<file path="src/rtl/hdc_result_monitor.sv">
// hdc_result_monitor: synthesizable result sink and self-test monitor for hdc_sensor_fusion.
// Optional LFSR backpressure on dout_ready is enabled with `define HDC_RAND_READY_EN.
module hdc_result_monitor #(
    parameter int NUM_ENTRY = 20,
    parameter int TS_DEPTH  = 4,
    parameter int CYC_W     = 32,
    localparam int ED_W = $clog2(NUM_ENTRY + 1),
    localparam int NF_W = $clog2(2 * NUM_ENTRY + 1)
) (
    input  logic                 clk,
    input  logic                 rst,
    input  logic                 start,
    input  logic                 fin_valid,
    input  logic                 fin_ready,
    input  logic                 dout_valid,
    output logic                 dout_ready,
    input  logic                 valence,
    input  logic                 arousal,
    input  logic [NUM_ENTRY-1:0] exp_valence,
    input  logic [NUM_ENTRY-1:0] exp_arousal,
    output logic [ED_W-1:0]      entries_done,
    output logic [NF_W-1:0]      num_fail,
    output logic [CYC_W-1:0]     total_latency,
    output logic [CYC_W-1:0]     max_latency,
    output logic                 done,
    output logic                 err_overflow,
    output logic                 err_underflow
);

    localparam int PTR_W = (TS_DEPTH > 1) ? $clog2(TS_DEPTH) : 1;
    localparam int OCC_W = $clog2(TS_DEPTH + 1);

    typedef enum logic [1:0] {IDLE, RUN, DONE} state_t;

    state_t           state, state_next;
    logic             run_start, run;
    logic             push, pop, push_ok, pop_ok;
    logic             fifo_full, fifo_empty;
    logic             val_miss, aro_miss;
    logic             ready_next;
    logic [CYC_W-1:0] cycle, latency;
    logic [CYC_W-1:0] ts_mem [TS_DEPTH];
    logic [PTR_W-1:0] rd_ptr, wr_ptr;
    logic [OCC_W-1:0] occ;

    always_comb begin
        state_next = state;
        run_start  = 1'b0;
        unique case (state)
            IDLE, DONE: begin
                if (start) begin
                    state_next = RUN;
                    run_start  = 1'b1;
                end
            end
            RUN: begin
                if (pop && entries_done == ED_W'(NUM_ENTRY - 1)) state_next = DONE;
            end
            default: state_next = IDLE;
        endcase
    end

    assign run        = (state == RUN);
    assign done       = (state == DONE);
    assign push       = run & fin_valid & fin_ready;
    assign pop        = run & dout_valid & dout_ready;
    assign fifo_full  = (occ == OCC_W'(TS_DEPTH));
    assign fifo_empty = (occ == '0);
    // A pop in the same cycle frees the slot, so a push on a full FIFO still lands.
    assign push_ok    = push & (~fifo_full | pop);
    assign pop_ok     = pop & ~fifo_empty;
    assign latency    = cycle - ts_mem[rd_ptr];
    assign val_miss   = valence ^ exp_valence[entries_done];
    assign aro_miss   = arousal ^ exp_arousal[entries_done];

`ifdef HDC_RAND_READY_EN
    localparam logic [15:0] LFSR_SEED = 16'hACE1;

    logic [15:0] lfsr;
    logic [3:0]  wait_cnt, wait_next;

    // Ready is high exactly when the reloaded/decremented wait count is zero.
    always_comb begin
        wait_next = wait_cnt;
        if (run_start) begin
            wait_next = LFSR_SEED[3:0];
        end else if (run) begin
            if (pop) wait_next = lfsr[3:0];
            else if (wait_cnt != 4'd0) wait_next = wait_cnt - 4'd1;
        end
        ready_next = (state_next == RUN) && (wait_next == 4'd0);
    end

    always_ff @(posedge clk) begin
        if (rst) begin
            lfsr     <= LFSR_SEED;
            wait_cnt <= 4'd0;
        end else begin
            wait_cnt <= wait_next;
            if (run_start) lfsr <= LFSR_SEED;
            else if (run)  lfsr <= {lfsr[0] ^ lfsr[2] ^ lfsr[3] ^ lfsr[5], lfsr[15:1]};
        end
    end
`else
    assign ready_next = (state_next == RUN);
`endif

    always_ff @(posedge clk) begin
        if (rst) begin
            state         <= IDLE;
            dout_ready    <= 1'b0;
            cycle         <= '0;
            rd_ptr        <= '0;
            wr_ptr        <= '0;
            occ           <= '0;
            entries_done  <= '0;
            num_fail      <= '0;
            total_latency <= '0;
            max_latency   <= '0;
            err_overflow  <= 1'b0;
            err_underflow <= 1'b0;
        end else begin
            state      <= state_next;
            dout_ready <= ready_next;
            if (run_start) begin
                cycle         <= '0;
                rd_ptr        <= '0;
                wr_ptr        <= '0;
                occ           <= '0;
                entries_done  <= '0;
                num_fail      <= '0;
                total_latency <= '0;
                max_latency   <= '0;
                err_overflow  <= 1'b0;
                err_underflow <= 1'b0;
            end else if (run) begin
                cycle <= cycle + CYC_W'(1);
                if (push_ok) wr_ptr <= wr_ptr + PTR_W'(1);
                if (pop_ok)  rd_ptr <= rd_ptr + PTR_W'(1);
                occ <= occ + OCC_W'(push_ok) - OCC_W'(pop_ok);
                if (push && fifo_full && !pop) err_overflow <= 1'b1;
                if (pop) begin
                    entries_done <= entries_done + ED_W'(1);
                    num_fail     <= num_fail + NF_W'(val_miss) + NF_W'(aro_miss);
                    if (fifo_empty) begin
                        err_underflow <= 1'b1;
                    end else begin
                        total_latency <= total_latency + latency;
                        if (latency > max_latency) max_latency <= latency;
                    end
                end
            end
        end
    end

    // Timestamp storage is pure data and needs no reset.
    always_ff @(posedge clk) begin
        if (push_ok) ts_mem[wr_ptr] <= cycle;
    end

endmodule
</file>
<file path="config.mk">
export PLATFORM = sky130hd
export DESIGN_NAME = hdc_result_monitor
export DESIGN_NICKNAME = d
export VERILOG_FILES = /design/src/rtl/hdc_result_monitor.sv
export SDC_FILE = /design/constraint.sdc
export NUM_CORES = 1
export LEC_CHECK = 0
export ABC_AREA = 1
export BUFFER_PORTS_ARGS = -buffer_cell sky130_fd_sc_hd__buf_2
export CAP_MARGIN = 20
export CORE_ASPECT_RATIO = 1.25
export CORE_MARGIN = 3
export CORE_UTILIZATION = 53
export CTS_CLUSTER_DIAMETER = 200
export DETAILED_ROUTE_END_ITERATION = 7
export PLACE_DENSITY = 0.75
export RECOVER_POWER = 100
export SYNTH_ARGS = -nofsm -noshare
export SYNTH_HDL_FRONTEND = slang
export SYNTH_SLANG_ARGS = --single-unit
export TNS_END_PERCENT = 100
</file>
<file path="constraint.sdc">
create_clock -name clk -period 3.9 [get_ports clk]
set_input_delay 0.195 -clock clk [delete_from_list [all_inputs] [get_ports clk]]
set_output_delay 0.195 -clock clk [all_outputs]
set_load 0.05 [all_outputs]
</file>
Word-level counts from Yosys, hierarchy flattened
Memory sizes are Yosys's and may differ from the RTL's. A register that Yosys moved wholly into a read port is not among the register bits. Index checks and enable logic that the tools add are counted.

Output and inout bits: 79. Bits in writable memories: 128. Register bits: 119. Input bits: 48. Memories kept: 1.

Memory list: ts_mem (words 4, width 32, read ports 1, clocked after memory_dff 1, write ports 1, line 42) `logic [CYC_W-1:0] ts_mem [TS_DEPTH];`.

Add/sub/neg operators: 10. Order comparisons: 2. Eq/ne operators: 5. Bitwise gates (word level): 11. Muxes and demuxes: 13. Reduce and logical (&&, ||, !) cells: 15.

Operators by type and width (number): 32-bit by 1-bit adder with 32-bit output, second input constant (1); 32-bit adder (1); 32-bit greater-than comparator (1); 32-bit subtractor (1); 6-bit by 1-bit adder with 6-bit output (2); 1-bit binary-select mux with 5-bit select (2); 2-bit 2-to-1 mux (4); 2-bit AND reduction (4); 1-bit bitwise AND (6); 5-bit by 6-bit less-than comparator with 1-bit output, second input constant (1); 1-bit 2-to-1 mux (6); 3-bit AND reduction (2); 5-bit by 1-bit adder with 5-bit output, second input constant (1); 5-bit == test, second input constant (1); 2-bit by 1-bit adder with 2-bit output, second input constant (2); 2-bit by 1-bit == test with 1-bit output, second input constant (2); 2-bit one-hot mux with 2 select lines (1); 4-bit AND reduction (1); 2-bit OR reduction (2); 3-bit by 1-bit adder with 3-bit output (1); 3-bit == test, second input constant (1); 1-bit logical AND (3); 3-bit zero test (1); 3-bit by 1-bit subtractor with 3-bit output (1); other kinds (6) (8).

Logic depth before layout (Yosys ltp)
Gate-level depths: netlist (run 1).

Depth after elaboration: 7. Gate-level depth with buffers: 34.

Least setup slack after synthesis (run 1)
OpenSTA, ideal clock, no wires.

Path type: register to register. Start: register with a tool-made name. End: register max_latency[25]. Required time: 3787 ps. Period minus slack after synthesis: 3943 ps. Stages on the path, launching flop included: 32. Slack: -43 ps. Data arrival time: 3830 ps. Library setup time: 113 ps. Cells stage by stage: dfxtp_1 buf_2 clkbuf_1 o21ai_0 o22ai_1 ha_1 inv_1 fa_1 nand2_1 inv_1 nand2_1 nand2_1 nand2_1 nand2_2 nand3_1 nand2_2 a21oi_1 nand2_1 nand2_1 inv_1 ha_1 nand2_1 nor2_1 inv_1 nor4_1 nand2_1 nand2_2 nand2_1 buf_6 buf_6 nor2_1 nor2_1.

RTL lines: end signal, assigned (line 149) `if (latency > max_latency) max_latency <= latency;`; end, declared (line 24) `output logic [CYC_W-1:0] max_latency,`.

==> load_flow_metrics.sql, run 1 <==
INSERT INTO impl_metrics (metric_group, metric, value, unit) VALUES
('outcome', 'outcome', 'finished with violations', ''),
('outcome', 'violations', 'setup timing', ''),
('routing', 'drt_iter0_markers', '1519', ''),
('die', 'floorplan.die_area', '30090', 'sq um'),
('routing', 'drc', '0', ''),
('synth', 'yosysTopAreaCellShare', '25.87', '%'),
('sta', 'max_freq', '0.2279', 'GHz'),
('cts', 'clockRootBuffer', 'sky130_fd_sc_hd__clkbuf_16', ''),
('flow_run', 'max_cap_violation_count', '0', ''),
('synth', 'asyncSetResetFlopFracSynth', '0', '%'),
('grt', 'maximum_number_of_pins_on_one_net_before_global_route_repair', '62', ''),
('sta', 'finClkSkew', '26.68', 'ps'),
('synth', 'ys_dominant_reg_cell', 'sky130_fd_sc_hd__edfxtp_1', ''),
('worst_setup_path', 'worst_setup_sp_type', 'register', ''),
('cts', 'clock_tree_from_tritoncts', 'yes', ''),
('die', 'chipHeight', '193.2', 'um'),
('cells_and_area', 'seqCellArea', '6274', 'sq um'),
('cells_and_area', 'num-fill-cells', '1696', ''),
('synth', 'synth_area', '14860', 'sq um'),
('placement', 'post_dp_cell_area', '17550', 'sq um'),
('cts', 'cts.htree.levels', '1', ''),
('hold_path', 'hold_path_class', 'in2reg', ''),
('placement', 'dpl_cells', '2556', ''),
('routing', 'routed-wl-met2', '26.05', 'mm'),
('die', 'fp.dieW', '155.8', 'um'),
('cells_and_area', 'drive_above_1_share', '33.13', '%'),
('cts', 'cts.clk_slew.worst_paths', '70', 'ps'),
('sta', 'post-route-worst-setup-slack', '-486.9', 'ps'),
('synth', 'synth_enable_flop_cells', '128', ''),
('routing', 'routed_wire_length_per_instance', '19.45', 'um'),
('cts', 'cts.sink_count', '249', ''),
('cts', 'tritoncts.num_buffers', '25', ''),
('routing', 'drt-total-wl', '51.69', 'mm'),
('placement', 'dpl.hpwl', '31.66', 'mm'),
('die', 'rows', '67', ''),
('routing', 'm1WireLength', '18.84', 'mm'),
('cts', 'worst_skew_pair.late_latency', '540', 'ps'),
('routing', 'routed-via-count', '15741', ''),
('cells_and_area', 'fin_cells', '2657', ''),
('synth', 'synth_unique_cells', '46', ''),
('synth', 'postSynthAreaPerCell', '7.795', 'sq um'),
('grt', 'number_of_antenna_violations_at_the_first_check_in_global_routing', '0', ''),
('cts', 'cts_max_path_buffers', '3', ''),
('power', 'p_leak', '0.008839', 'uW'),
('grt', 'grtUsageTotal', '30.37', '%'),
('routing', 'via_per_inst', '5.924', ''),
('cells_and_area', 'antennaDiodeCount', '0', ''),
('routing', 'drtAntennaViolNets', '0', ''),
('sta', 'drv_slew', '0', ''),
('placement', 'gp_congestion', '0.9670', ''),
('worst_setup_path', 'crit_top_cell', 'sky130_fd_sc_hd__nand2_1', ''),
('grt', 'grt_remaining_overflow', '0', ''),
('sta', 'hold-worst-slack', '118.3', 'ps'),
('worst_setup_path', 'cp_data_arrival_time', '4850', 'ps'),
('sta', 'period_share', '112.5', '%'),
('grt', 'grt_first_pass_wirelength', '73.86', 'mm'),
('hold_path', 'timing.hold.worst.start', 'fin_ready', ''),
('sta', 'setup_violations', '45', ''),
('die', 'pin_count', '127', ''),
('sta', 'final.min_clock_period', '4387', 'ps'),
('routing', 'dr.pass1.iters', '6', ''),
('synth', 'synth_nets', '2061', ''),
('synth', 'count_of_warnings_emitted_by_yosys', '0', ''),
('sta', 'max-slew-margin-rel', '49.72', '%'),
('cells_and_area', 'post-route-cell-area', '21100', 'sq um'),
('synth', 'synth-seq-cells', '249', ''),
('cells_and_area', 'multi_input_comb_area', '9625', 'sq um'),
('sta', 'final_hold_viol_count', '0', ''),
('synth', 'synthTopCellsByArea', 'sky130_fd_sc_hd__edfxtp_1 26%, sky130_fd_sc_hd__dfxtp_1 16%, sky130_fd_sc_hd__nand2_1 11%', ''),
('worst_setup_path', 'critPathKind', 'reg2reg', ''),
('worst_setup_path', 'crit_fanout', '7', '');
==> kinds of logic (layout without fill, tap and decap cells) <==
kind of cell               after synthesis  after routing  synth area share [%]
xor gates and xnor gates                49             49                 2.889
adders and majority gates              107            107                 9.213
DFF                                    249            249                 42.18
and+or+nand+nor                        834            834                 23.54
AOI/OAI and AO/OA                      389            389                 14.91
buffers and inverters                  278            684                 7.276
==> worst paths after layout <==
kind / endpoint / slack [ps] / cells past startpoint
hold / removal: err_overflow / 120 / 4
setup / recovery: max_latency[16] / -490 / 30
hold reg to reg: register / 470 / 2
setup reg to reg: max_latency[16] / -490 / 30
==> power by group <==
group	internal (uW)	total (uW)	switching (uW)	leakage [uW]
Combinational	213	525	312	0.00632
Clock	1530	2580	1040	0.000416
Sequential	2750	2760	12.1	0.00211
==> state kept, by name (all words and copies together) (netlist names), 3 cells and up, named ones only <==
| register | flops |
|---|---|
| total_latency | 32 |
| occ | 3 |
| max_latency | 32 |
| entries_done | 5 |
| cycle | 32 |
| num_fail | 6 |
| ts_mem | 128 |
==> area by class of cell <==
cell class / instances / area share [%]
Tap cell: 345 / 2.046
Multi-Input combinational cell: 1379 / 45.63
Inverter: 224 / 4.021
Timing Repair Buffer: 415 / 14.48
Sequential cell: 249 / 29.74
Clock inverter: 14 / 0.9668
Clock buffer: 31 / 3.120
==> through the flow <==
stage,setup WS [ps],utilization (%),TNS (ps)
detailed placement,-795.4,64.40,-28370
global placement,-747.6,64.40,-26690
CTS,-149.6,72.99,-3671
floorplan,13.64,-,0
finish,-486.9,77.43,-15040
global route,-577.8,77.43,-21200
==> worst max-delay path, delay by kind of cell, from the launching register on <==
| family | cells | cell delay, ps |
|---|---|---|
| simple gates | 16 | 1830 |
| fa+ha+maj | 2 | 540 |
| buf+inv | 9 | 1040 |
| compound gates | 3 | 500 |
| flops | 1 | 400 |
==> cell usage in the layout, fill, tap and decap left out, types with 8 or more instances in the layout <==
master                      synthesis  routed
sky130_fd_sc_hd__inv_2              6      29
sky130_fd_sc_hd__o21ai_0          110      74
sky130_fd_sc_hd__ha_1             103      47
sky130_fd_sc_hd__a21oi_1          191     130
sky130_fd_sc_hd__xnor2_1           15       9
sky130_fd_sc_hd__o21ai_1            6      28
sky130_fd_sc_hd__buf_12             0      11
sky130_fd_sc_hd__a21oi_2            0      48
sky130_fd_sc_hd__nor2_4             3      22
sky130_fd_sc_hd__a21oi_4            0      13
sky130_fd_sc_hd__nor3_1            28      18
sky130_fd_sc_hd__nand4_1           20      20
sky130_fd_sc_hd__xor2_1            34      23
sky130_fd_sc_hd__ha_4               0      53
sky130_fd_sc_hd__buf_6              3      22
sky130_fd_sc_hd__a21o_1            10      10
sky130_fd_sc_hd__xor2_2             0       8
sky130_fd_sc_hd__clkbuf_16          0      27
sky130_fd_sc_hd__clkbuf_1          34      96
sky130_fd_sc_hd__a32o_2             0      18
sky130_fd_sc_hd__nand3_1           88      69
sky130_fd_sc_hd__inv_1            218     193
sky130_fd_sc_hd__nand3_2            1      18
sky130_fd_sc_hd__nor2_1           223     177
sky130_fd_sc_hd__dfxtp_1          121     119
sky130_fd_sc_hd__o21ai_2            0      13
sky130_fd_sc_hd__a32o_1            30      12
sky130_fd_sc_hd__nor2_2             4      31
sky130_fd_sc_hd__o22ai_1           10       9
sky130_fd_sc_hd__buf_2             12      50
sky130_fd_sc_hd__nand2_4            0      17
sky130_fd_sc_hd__edfxtp_1         128     128
sky130_fd_sc_hd__buf_4              0     225
sky130_fd_sc_hd__nand2_1          431     336
sky130_fd_sc_hd__nand2_2            8      85
==> what timing repair did <==
| action | 4_1_cts | 5_1_grt |
|---|---|---|
| pin swaps | 56 | 98 |
| resized for setup | 261 | 270 |
| buffers inserted | 21 | 24 |
| hold buffers | 3 | 0 |
| endpoints found under the setup margin | 51 | 57 |
| cloned | 8 | 2 |
| hold endpoints to repair | 3 | 0 |
==> layer usage <==
metal | vias to the layer above | GRT usage, %
met2 | 856 | 55.69
met3 | 260 | 3.974
li1 | 7193 | -
met4 | 0 | 13.63
met5 | - | 0
met1 | 7432 | 35.36
==> cell usage after synthesis (5+ instances only) <==
master / n
sky130_fd_sc_hd__nand2_1: 431
sky130_fd_sc_hd__nor2_1: 223
sky130_fd_sc_hd__inv_1: 218
sky130_fd_sc_hd__a21oi_1: 191
sky130_fd_sc_hd__edfxtp_1: 128
sky130_fd_sc_hd__dfxtp_1: 121
sky130_fd_sc_hd__o21ai_0: 110
sky130_fd_sc_hd__ha_1: 103
sky130_fd_sc_hd__nand3_1: 88
sky130_fd_sc_hd__clkbuf_1: 34
sky130_fd_sc_hd__xor2_1: 34
sky130_fd_sc_hd__a32o_1: 30
sky130_fd_sc_hd__nor3_1: 28
sky130_fd_sc_hd__nand4_1: 20
sky130_fd_sc_hd__xnor2_1: 15
sky130_fd_sc_hd__buf_2: 12
sky130_fd_sc_hd__nor4_1: 12
sky130_fd_sc_hd__o21bai_1: 11
sky130_fd_sc_hd__a21o_1: 10
sky130_fd_sc_hd__o22ai_1: 10
sky130_fd_sc_hd__nand2_2: 8
sky130_fd_sc_hd__o211ai_1: 7
sky130_fd_sc_hd__inv_2: 6
sky130_fd_sc_hd__o21ai_1: 6
sky130_fd_sc_hd__buf_1: 5
sky130_fd_sc_hd__o21a_1: 5
Power figures use the tool's default switching activity.
==> run 2: changes to the inputs <==
--- a/config.mk
+++ b/config.mk
@@ -13,7 +13,7 @@
 export CORE_UTILIZATION = 53
 export CTS_CLUSTER_DIAMETER = 200
 export DETAILED_ROUTE_END_ITERATION = 7
-export PLACE_DENSITY = 0.75
+export PLACE_DENSITY = 0.72
 export RECOVER_POWER = 100
 export SYNTH_ARGS = -nofsm -noshare
 export SYNTH_HDL_FRONTEND = slang
==> constraint.sdc (replaced) <==
create_clock -name clk -period 5.2 [get_ports clk]
set_input_delay 0.26 -clock clk [delete_from_list [all_inputs] [get_ports clk]]
set_output_delay 0.26 -clock clk [all_outputs]
set_load 0.05 [all_outputs]
==> load_flow_metrics.sql, run 2 (synthesis gave the netlist of run 1 again) <==
INSERT INTO impl_metrics (metric_group, metric, value, unit) VALUES
('cells_and_area', 'num-fill-cells', '2482', ''),
('grt', 'maximum_number_of_pins_on_one_net_before_global_route_repair', '63', ''),
('placement', 'dpl.hpwl', '30.18', 'mm'),
('grt', 'grt_first_pass_wirelength', '65.45', 'mm'),
('routing', 'drt-total-wl', '40.59', 'mm'),
('placement', 'preCtsSetupSlack', '276.6', 'ps'),
('die', 'floorplan.die_area', '30090', 'sq um'),
('sta', 'max_freq', '0.2145', 'GHz'),
('die', 'fp.coreArea', '27240', 'sq um'),
('worst_setup_path', 'cell_with_the_biggest_individual_delay_on_the_critical_path', 'sky130_fd_sc_hd__clkbuf_2', ''),
('sta', 'finClkSkew', '13.29', 'ps'),
('worst_setup_path', 'number_of_cells_on_the_worst_reg_to_reg_path', '23', ''),
('cells_and_area', 'areaGrowthSynthToFinish', '11.33', '%'),
('grt', 'grt_pass1_vias', '13182', ''),
('power', 'p_leak', '0.007015', 'uW'),
('cts', 'cts_max_path_buffers', '3', ''),
('power', 'seq_power_share', '49.9', '%'),
('sta', 'final.min_clock_period', '4662', 'ps'),
('worst_setup_path', 'worst_setup_sp_type', 'register', ''),
('routing', 'drtAntennaViolNets', '0', ''),
('die', 'initial_core_utilization', '54.53', '%'),
('cells_and_area', 'seqCellArea', '6267', 'sq um'),
('routing', 'dr.pass1.iters', '5', ''),
('sta', 'post-route-worst-setup-slack', '537.6', 'ps'),
('routing', 'via_per_inst', '5.676', ''),
('routing', 'routed_wire_length_per_instance', '17.01', 'um'),
('worst_setup_path', 'crit_top_cell', 'sky130_fd_sc_hd__nand2_1', ''),
('placement', 'gp_congestion', '0.9883', ''),
('die', 'fp.dieW', '155.8', 'um'),
('cts', 'tritoncts.num_buffers', '25', ''),
('power', 'swShare', '24.07', '%'),
('routing', 'drc', '0', ''),
('routing', 'drt_iter0_markers', '777', ''),
('routing', 'routed-via-count', '13548', ''),
('worst_setup_path', 'crit_fanout', '47', ''),
('die', 'pin_count', '127', ''),
('power', 'combinational_group_share_of_total_power', '6.3', '%'),
('sta', 'tightestPinTransition', '1278', 'ps'),
('power', 'cell_internal_pwr', '3150', 'uW'),
('outcome', 'outcome', 'finished clean', ''),
('power', 'total_switching_power', '998.8', 'uW'),
('grt', 'gr_util_met1', '32.87', '%'),
('grt', 'grt_busiest_layer', 'met2', ''),
('die', 'rows', '67', ''),
('sta', 'final.setup.tns', '0', 'ps'),
('cells_and_area', 'layout_commonest_cell', 'sky130_fd_sc_hd__nand2_1', ''),
('cells_and_area', 'antennaDiodeCount', '0', ''),
('worst_setup_path', 'timing.critical_path.cells', 'inv_4 > buf_12 > a21oi_1 > a32o_1 > ha_1 > nand2_1 > nor2_1 > a21boi_1 > nor2_1 > o21ai_0 > nand3b_1 > nand3_1 > nand2_1 > ha_1 > nand2_1 > nor2_1 > nand2_1 > nor4_1 > nand2_1 > nand2_1 > clkbuf_2 > nand3_1 > a21oi_1', ''),
('hold_path', 'worst_hold_path.num_cells', '3', ''),
('cts', 'cts.sink_count', '249', ''),
('cells_and_area', 'multi_input_comb_area', '7472', 'sq um'),
('worst_setup_path', 'timing.rr.end', 'max_latency[4]', ''),
('cells_and_area', 'utilization', '60.71', '%'),
('hold_path', 'timing.hold.worst.start', 'start', ''),
('cells_and_area', 'post-route-cell-area', '16540', 'sq um'),
('grt', 'grt_use_met2', '48.68', '%'),
('worst_setup_path', 'cp_data_arrival_time', '5120', 'ps'),
('grt', 'grt_remaining_overflow', '0', ''),
('cells_and_area', 'fin_cells', '2387', ''),
('grt', 'grtUsageTotal', '26.76', '%'),
('cells_and_area', 'mostFrequentLayoutCells', '437 x sky130_fd_sc_hd__nand2_1, 225 x sky130_fd_sc_hd__nor2_1, 221 x sky130_fd_sc_hd__inv_1, 190 x sky130_fd_sc_hd__a21oi_1, 128 x sky130_fd_sc_hd__edfxtp_1', ''),
('power', 'p_clk_share', '43.9', '%'),
('cts', 'clock_tree_from_tritoncts', 'yes', ''),
('cts', 'cts.htree.levels', '1', ''),
('hold_path', 'hold_path_class', 'in2reg', ''),
('cells_and_area', 'drive_above_1_share', '6.024', '%'),
('cts', 'clockRootBuffer', 'sky130_fd_sc_hd__clkbuf_16', ''),
('die', 'chipHeight', '193.2', 'um'),
('power', 'power_density', '250.8', 'nW/um^2'),
('placement', 'dpl_cells', '2341', ''),
('cts', 'cts.clk_slew.worst_paths', '70', 'ps'),
('sta', 'drv_slew', '0', ''),
('cells_and_area', 'largest_register', 'ts_mem', ''),
('cells_and_area', 'layout.nets', '2179', ''),
('sta', 'period_share', '89.66', '%'),
('placement', 'io_buffers', '126', ''),
('worst_setup_path', 'r2r_setup_slack', '540', 'ps'),
('worst_setup_path', 'critPathRequiredTime', '5650', 'ps'),
('worst_setup_path', 'delay_contributed_by_the_slowest_stage_of_the_critical_path', '430', 'ps'),
('sta', 'setup_violations', '0', ''),
('cells_and_area', 'largest_reg_flops', '128', ''),
('sta', 'rsz0062_at_grt', 'no', ''),
('grt', 'number_of_antenna_violations_at_the_first_check_in_global_routing', '0', ''),
('grt', 'globalRouteMet3Util', '2.880', '%'),
('worst_setup_path', 'critPathKind', 'reg2reg', ''),
('placement', 'post_dp_cell_area', '15880', 'sq um'),
('power', 'max-vdd-ir-drop', '0.2212', 'mV'),
('hold_path', 'timing.hold.worst_endpoint', 'state[0]', ''),
('flow_run', 'max_cap_violation_count', '0', ''),
('worst_setup_path', 'endpoint_kind', 'register', ''),
('sta', 'final_hold_viol_count', '0', ''),
('sta', 'max-slew-margin-rel', '14.50', '%'),
('cts', 'worst_skew_pair.late_latency', '530', 'ps');
-- run 2: cell count changes in the layout (fill, tap and decap cells not counted), moves of 26 or more --
cell,change
sky130_fd_sc_hd__a21oi_1,+60
sky130_fd_sc_hd__a21oi_2,-48
sky130_fd_sc_hd__buf_4,-217
sky130_fd_sc_hd__ha_1,+56
sky130_fd_sc_hd__ha_4,-53
sky130_fd_sc_hd__inv_1,+28
sky130_fd_sc_hd__inv_2,-27
sky130_fd_sc_hd__nand2_1,+101
sky130_fd_sc_hd__nand2_2,-83
sky130_fd_sc_hd__nor2_1,+48
sky130_fd_sc_hd__nor2_2,-26
sky130_fd_sc_hd__o21ai_0,+39
-- run 2: how the worst max path moves through the flow --
stage	endpoint	cells after the start	slack, ps
after CTS	max_latency[17]	25	250
final	max_latency[4]	23	540
after global routing	max_latency[17]	24	20
after floorplan	max_latency[25]	31	1260
after detailed placement	max_latency[11]	25	280
after global placement	max_latency[17]	24	400
-- run 2: repair_timing --
item / in CTS / in global routing
hold buffers: 1 / 0
setup endpoints to repair: 0 / 29
resized for setup: 0 / 5
hold endpoints to repair: 3 / 0
buffers inserted: 0 / 0
-- run 2: worst max-delay path: cells and delay by family, from the launching register on --
kind | cells | cell delay, ps
and+or+nand+nor | 13 | 1660
AOI/OAI and AO/OA | 5 | 980
buffers and inverters | 3 | 870
adders and majority gates | 2 | 680
DFF | 1 | 360
-- run 2: through the flow --
step,hold slack [ps],power [uW]
finish,55.80,4149
global route,64.64,4286
CTS,44.47,4184
detailed placement,460.6,2373
global placement,443.6,2364
floorplan,329.1,2289
-- run 2: routing by layer --
| metal | vias to the layer above | wire length (um) | share of wire, % |
|---|---|---|---|
| met3 | 98 | 2218 | 5.5 |
| li1 | 6677 | - | - |
| met4 | 0 | 1436 | 3.5 |
| met5 | - | 0 | 0 |
| met2 | 480 | 20400 | 50 |
| met1 | 6293 | 16530 | 41 |
-- run 2: layout make-up --
type	instances	area share, %
repair buffers	145	4.267
flip-flops and latches	249	37.89
clock inverters	18	1.127
clock buffers	27	3.828
inverters	224	5.099
multi-input cells	1379	45.18
well taps	345	2.610
-- run 2: power by group through the flow --
stage	Clock, uW	Sequential [uW]	Combinational, uW
after global routing	1930	2070	289
after floorplan	0	2120	167
after detailed placement	0	2110	260
final	1820	2070	260
after global placement	0	2110	251
after CTS	1850	2070	262
